<file path="config.mk">
export PLATFORM = sky130hd
export DESIGN_NAME = jtag_tap_ctrl
export DESIGN_NICKNAME = d
export VERILOG_FILES = /design/src/rtl/jtag_tap_ctrl.sv
export SDC_FILE = /design/constraint.sdc
export NUM_CORES = 1
export LEC_CHECK = 0
export ABC_AREA = 0
export CAP_MARGIN = 20
export CORE_AREA = 2 2 47 49
export DETAILED_ROUTE_END_ITERATION = 16
export DIE_AREA = 0 0 49 51
export DONT_BUFFER_PORTS = 1
export GPL_ROUTABILITY_DRIVEN = 0
export HOLD_SLACK_MARGIN = 0.06
export PLACE_DENSITY = 0.68
export SKIP_LAST_GASP = 1
export SYNTH_ARGS = -nofsm -noshare
export SYNTH_HDL_FRONTEND = slang
export SYNTH_SLANG_ARGS = --single-unit
</file>
<file path="constraint.sdc">
create_clock -name tck_i -period 2.75 [get_ports tck_i]
set_clock_uncertainty 0.2 [all_clocks]
set_input_delay 0.825 -clock tck_i [delete_from_list [all_inputs] [get_ports tck_i]]
set_output_delay 0.825 -clock tck_i [all_outputs]
set_load 0.005 [all_outputs]
</file>
<file path="src/rtl/jtag_tap_ctrl.sv">
// jtag_tap_ctrl: IEEE 1149.1 TAP with IR, BYPASS, optional IDCODE and one user scan chain.
// Define JTAG_IDCODE_EN to build the 32-bit IDCODE register; IR then resets to IDCODE.
package jtag_tap_pkg;
    // Standard 1149.1 reference encoding.
    typedef enum logic [3:0] {
        EXIT2_DR         = 4'h0,
        EXIT1_DR         = 4'h1,
        SHIFT_DR         = 4'h2,
        PAUSE_DR         = 4'h3,
        SELECT_IR        = 4'h4,
        UPDATE_DR        = 4'h5,
        CAPTURE_DR       = 4'h6,
        SELECT_DR        = 4'h7,
        EXIT2_IR         = 4'h8,
        EXIT1_IR         = 4'h9,
        SHIFT_IR         = 4'hA,
        PAUSE_IR         = 4'hB,
        RUN_TEST_IDLE    = 4'hC,
        UPDATE_IR        = 4'hD,
        CAPTURE_IR       = 4'hE,
        TEST_LOGIC_RESET = 4'hF
    } tap_state_e;
endpackage

module jtag_tap_ctrl
    import jtag_tap_pkg::*;
#(
    parameter int                  IR_WIDTH   = 5,
    parameter logic [31:0]         IDCODE_VAL = 32'h1000_0001,
    parameter logic [IR_WIDTH-1:0] USER_INSTR = 5'h10
) (
    input  logic                tck_i,
    input  logic                trst_s,
    input  logic                tms_i,
    input  logic                tdi_i,
    output logic                tdo_o,
    output logic                tdo_en_o,
    output logic                user_sel_o,
    output logic                user_shift_o,
    output logic                user_capture_o,
    output logic                user_update_o,
    output logic                user_tdi_o,
    input  logic                user_tdo_i,
    output logic [IR_WIDTH-1:0] ir_o,
    output logic [3:0]          tap_state_o
);

    if (IR_WIDTH < 2) begin : g_bad_ir_width
        $error("jtag_tap_ctrl: IR_WIDTH must be >= 2");
    end
    if (IDCODE_VAL[0] != 1'b1) begin : g_bad_idcode
        $error("jtag_tap_ctrl: IDCODE_VAL bit 0 must be 1");
    end

    localparam logic [IR_WIDTH-1:0] IR_BYPASS  = '1;
    localparam logic [IR_WIDTH-1:0] IR_CAPTURE = IR_WIDTH'(1);
`ifdef JTAG_IDCODE_EN
    localparam logic [IR_WIDTH-1:0] IR_IDCODE  = IR_WIDTH'(1);
    localparam logic [IR_WIDTH-1:0] IR_RST     = IR_IDCODE;
`else
    localparam logic [IR_WIDTH-1:0] IR_RST     = IR_BYPASS;
`endif

    tap_state_e          state_q, state_d;
    logic [IR_WIDTH-1:0] ir_q;
    logic [IR_WIDTH-1:0] ir_sr_q;
    logic                byp_q;
    logic                tdo_q, tdo_d;
    logic                tdo_en_q;
    logic                sh_ir, sh_dr;
    logic                sel_user, sel_id, sel_byp;

    always_comb begin
        state_d = state_q;
        unique case (state_q)
            TEST_LOGIC_RESET: state_d = tms_i ? TEST_LOGIC_RESET : RUN_TEST_IDLE;
            RUN_TEST_IDLE:    state_d = tms_i ? SELECT_DR  : RUN_TEST_IDLE;
            SELECT_DR:        state_d = tms_i ? SELECT_IR  : CAPTURE_DR;
            CAPTURE_DR:       state_d = tms_i ? EXIT1_DR   : SHIFT_DR;
            SHIFT_DR:         state_d = tms_i ? EXIT1_DR   : SHIFT_DR;
            EXIT1_DR:         state_d = tms_i ? UPDATE_DR  : PAUSE_DR;
            PAUSE_DR:         state_d = tms_i ? EXIT2_DR   : PAUSE_DR;
            EXIT2_DR:         state_d = tms_i ? UPDATE_DR  : SHIFT_DR;
            UPDATE_DR:        state_d = tms_i ? SELECT_DR  : RUN_TEST_IDLE;
            SELECT_IR:        state_d = tms_i ? TEST_LOGIC_RESET : CAPTURE_IR;
            CAPTURE_IR:       state_d = tms_i ? EXIT1_IR   : SHIFT_IR;
            SHIFT_IR:         state_d = tms_i ? EXIT1_IR   : SHIFT_IR;
            EXIT1_IR:         state_d = tms_i ? UPDATE_IR  : PAUSE_IR;
            PAUSE_IR:         state_d = tms_i ? EXIT2_IR   : PAUSE_IR;
            EXIT2_IR:         state_d = tms_i ? UPDATE_IR  : SHIFT_IR;
            UPDATE_IR:        state_d = tms_i ? SELECT_DR  : RUN_TEST_IDLE;
            default:          state_d = TEST_LOGIC_RESET;
        endcase
    end

    always_ff @(posedge tck_i or posedge trst_s) begin
        if (trst_s) begin
            state_q <= TEST_LOGIC_RESET;
        end else begin
            state_q <= state_d;
        end
    end

    assign sh_ir    = (state_q == SHIFT_IR);
    assign sh_dr    = (state_q == SHIFT_DR);
    assign sel_user = (ir_q == USER_INSTR);
`ifdef JTAG_IDCODE_EN
    assign sel_id   = (ir_q == IR_IDCODE) && !sel_user;
`else
    assign sel_id   = 1'b0;
`endif
    assign sel_byp  = !sel_user && !sel_id;

    // IR reset is applied on the edge that enters TLR, so ir_o is valid there at once.
    always_ff @(posedge tck_i or posedge trst_s) begin
        if (trst_s) begin
            ir_q    <= IR_RST;
            ir_sr_q <= '0;
            byp_q   <= 1'b0;
        end else begin
            if (state_d == TEST_LOGIC_RESET) begin
                ir_q <= IR_RST;
            end else if (state_q == UPDATE_IR) begin
                ir_q <= ir_sr_q;
            end
            if (state_q == CAPTURE_IR) begin
                ir_sr_q <= IR_CAPTURE;
            end else if (sh_ir) begin
                ir_sr_q <= {tdi_i, ir_sr_q[IR_WIDTH-1:1]};
            end
            if (state_q == CAPTURE_DR) begin
                byp_q <= 1'b0;
            end else if (sh_dr) begin
                byp_q <= tdi_i;
            end
        end
    end

`ifdef JTAG_IDCODE_EN
    logic [31:0] dr_q;

    always_ff @(posedge tck_i or posedge trst_s) begin
        if (trst_s) begin
            dr_q <= '0;
        end else if (sel_id) begin
            if (state_q == CAPTURE_DR) begin
                dr_q <= IDCODE_VAL;
            end else if (sh_dr) begin
                dr_q <= {tdi_i, dr_q[31:1]};
            end
        end
    end
`endif

    always_comb begin
        tdo_d = tdo_q;
        unique case (1'b1)
            sh_ir:              tdo_d = ir_sr_q[0];
            sh_dr && sel_user:  tdo_d = user_tdo_i;
`ifdef JTAG_IDCODE_EN
            sh_dr && sel_id:    tdo_d = dr_q[0];
`endif
            sh_dr && sel_byp:   tdo_d = byp_q;
            default:            tdo_d = tdo_q;
        endcase
    end

    always_ff @(negedge tck_i or posedge trst_s) begin
        if (trst_s) begin
            tdo_q    <= 1'b0;
            tdo_en_q <= 1'b0;
        end else begin
            tdo_q    <= tdo_d;
            tdo_en_q <= sh_ir || sh_dr;
        end
    end

    assign tdo_o          = tdo_q;
    assign tdo_en_o       = tdo_en_q;
    assign user_sel_o     = sel_user;
    assign user_shift_o   = sel_user && sh_dr;
    assign user_capture_o = sel_user && (state_q == CAPTURE_DR);
    assign user_update_o  = sel_user && (state_q == UPDATE_DR);
    assign user_tdi_o     = tdi_i;
    assign ir_o           = ir_q;
    assign tap_state_o    = state_q;

endmodule

</file>
== Yosys cells after proc, flatten, opt, wreduce, memory -nomap -nowiden ==
Cells that the tools add are included.

* Output and inout bits: 16
* Word-level logic and storage cells: 57
* Register bits after elaboration: 17
* Input port bits: 5

* Equal/unequal tests: 17
* Reductions and logical operators: 14
* Multiplexer cells: 20

{| class="wikitable"
|+ Operators by type and width
! operator !! count
|-
| $pmux 4 s12 || 1
|-
| $eq 4x4->1 const B || 9
|-
| $mux 5 || 4
|-
| $eq 4x3->1 const B || 4
|-
| $mux 2 || 6
|-
| $mux 3 || 4
|-
| $eq 4x2->1 const B || 2
|-
| $reduce_bool 2->1 || 3
|-
| $eq 5x5->1 const B || 1
|-
| $eq 4x1->1 const B || 1
|-
| $logic_and 1x1->1 || 4
|-
| $logic_not 4->1 || 1
|-
| $mux 4 || 1
|-
| $reduce_or 2->1 || 2
|-
| $mux 1 || 3
|-
| $pmux 1 s3 || 1
|-
| $reduce_bool 3->1 || 1
|-
| $reduce_or 3->1 || 1
|-
| $logic_not 1->1 || 1
|-
| $logic_or 1x1->1 || 1
|}

== Longest topological paths before layout ==
* Word-level depth: 5
* Depth in mapped cells: 4
* Mapped depth without buffers: 3

==> out/qor.txt <==
pin count of the biggest net entering global routing -> 16
DP Area -> 972 um2
Area growth syn-to-layout -> 24.3%
status -> complete, but fails checks
routed vias/inst -> 5.20
fraction of registers with async set/reset -> 100%
failing checks -> setup timing
Critical Path Start Type -> flip-flop
Clk Latency, worst-skew pair -> 0.29 ns
RSZ-0062 raised after global routing -> yes
grt ovf -> 0
Arr. time, crit path -> 2.10 ns
wl on met1 -> 880 um
worst setup margin -> -0.374 ns
leak pwr -> 0.472 nW
WL final -> 1970 um
number of DRC markers in iteration 0 -> 10
CP Class -> flip-flop to primary output
area of the multi-input gates -> 413 um2
CTS Hold Bufs -> 0
I/O Buffers -> 0
Slew @ Worst Pin -> 0.436 ns
most used flip-flop cell after synthesis -> dfstp_2
vias in the first global route -> 707
CTS Buffer Depth -> 2
#FFs+latches synth -> 17
worst hold path type -> input port to asynchronous set/reset pin
Final Cell Area -> 1040 um2
DRT antenna net count -> 0
Max Cap Viol -> 0
first-pass GRT wire length -> 3370 um
pre-CTS WS -> -0.367 ns
PwrDens -> 1150 nW/um2
commonest non-fill, non-tap cell in the layout -> nand2_1
die area -> 2500 um2
initial antenna violation count -> 0
most frequent cells in the layout -> 18 x nand2_1, 15 x buf_4, 9 x dfstp_2
metal3 WL -> 89 um
Cells after Synth -> 85
WP data required -> 1.73 ns
register area share after synthesis -> 52.0%
fin nets -> 106
Rel. slew slack -> 70.8%
Slew Viols, Final -> 0
row count -> 17
Avg WL per Cell -> 15.4 um
CP Max Fanout -> 2
Register Area -> 437 um2
DR pass1 iterations -> 4
Top Metal Used -> met3
total power -> 1.20 mW
# IOs -> 21
CTS tree -> yes
Tot GR Track Use -> 17.8%
Setup Buffers After CTS -> 0
Cell variety after synth -> 32
Syn Area/Cell -> 9.88 um2
Clk pin slew, worst setup/hold paths -> 0.10 ns
syn_nets -> 90
FILL cells -> 198
layout cells sized above 1 -> 39.0%
crit end category -> primary output
antenna diode count -> 0
routed vias -> 666
Die Ht -> 51 um
endpoints failing setup -> 4
met2 wire len -> 998 um
post-DP HPWL -> 1370 um
final hold viol count -> 0
DRC Markers -> 0
number of synthesized flops with an enable pin -> 0
Num CTS Buffers -> 3
core area -> 2060 um2
worst vdd ir -> 0.000434 V
Die W -> 49 um
Root Driver -> clkbuf_4
CTS sink count -> 17
cell area after synthesis -> 840 um2
number of synthesis warnings -> 0
Setup TNS -> -1.09 ns
initial core utilization -> 40.7%
H-tree depth -> 1
report_power, final:
group	leakage, nW	total [mW]	switching [mW]	internal (mW)
clock	0.0177	0.134	0.0803	0.0542
sequential	0.201	0.522	0.111	0.411
combinational	0.254	0.547	0.287	0.260
worst paths after layout:
path,from,slack [ns],depth (start not counted),to
setup / recovery,tdo_o,-0.37,0,tdo_o
hold / removal,trst_s,0.30,2,byp_q
setup reg to reg,ir_o[4],-0.30,3,tdo_o
hold reg to reg,ir_sr_q[0],0.31,2,ir_sr_q[0]
max in group asynchronous,trst_s,0.85,1,tdo_o
min in group tck_i,ir_sr_q[0],0.31,2,ir_sr_q[0]
layer usage:
layer,GRT usage (%),up-vias
li1,-,328
met1,22.7,323
met2,29.7,15
met3,3.80,0
met4,7.14,0
met5,0,-
logic make-up (layout without fill, tap and decap cells):
group	Yosys count	after routing	share of synthesized area, %
muxes	7	7	8.49
buffers and inverters	7	22	3.58
DFF	17	17	52.0
and+or+nand+nor	39	39	24.7
AOI/OAI and AO/OA	15	15	11.2
sequential cells by signal (all words and copies together) (netlist names):
name,count
byp_q,1
ir_o,5
ir_sr_q,5
tap_state_o,4
tdo_en_o,1
tdo_o,1
per-stage QoR:
step           cells  hold slack (ns)  utilization [%]
4_1_cts          128            0.303             49.5
6_report         128            0.296             50.6
3_3_place_gp     124            0.272             47.1
2_1_floorplan     85            0.256                -
5_1_grt          128            0.326             50.6
3_5_place_dp     124            0.298             47.1
worst reg2reg max path, delay by kind of cell (launching register included):
kind             cells  cell delay (ns)
AND/OR/NAND/NOR      3             0.98
flip-flops           1             0.54
layout make-up:
| cell class | instances | area share (%) |
|---|---|---|
| clock buffer | 3 | 2.16 |
| sequential | 17 | 41.8 |
| tap | 28 | 3.36 |
| clock inverter | 1 | 0.480 |
| inverter | 2 | 0.719 |
| timing repair buffer | 16 | 11.9 |
| multi-input combinational | 61 | 39.6 |
cells in the mapped netlist, types with 2 or more instances:
library cell   n  area (um2)
nand2_1       18        67.6
dfstp_2        9         236
o21ai_0        8        40.0
dfrtp_1        6         150
mux2i_1        6        60.1
clkbuf_1       4        15.0
nor2_1         4        15.0
nand3_1        3        15.0
dfrtn_1        2        50.1
nor3b_1        2        15.0
nor4_1         2        12.5
repair_timing:
action | CTS | global route
cloned | 0 | 0
setup endpoints to repair | 6 | 6
gates resized for setup | 5 | 3
pin swaps | 1 | 0
(Power assumes the default switching activity.)
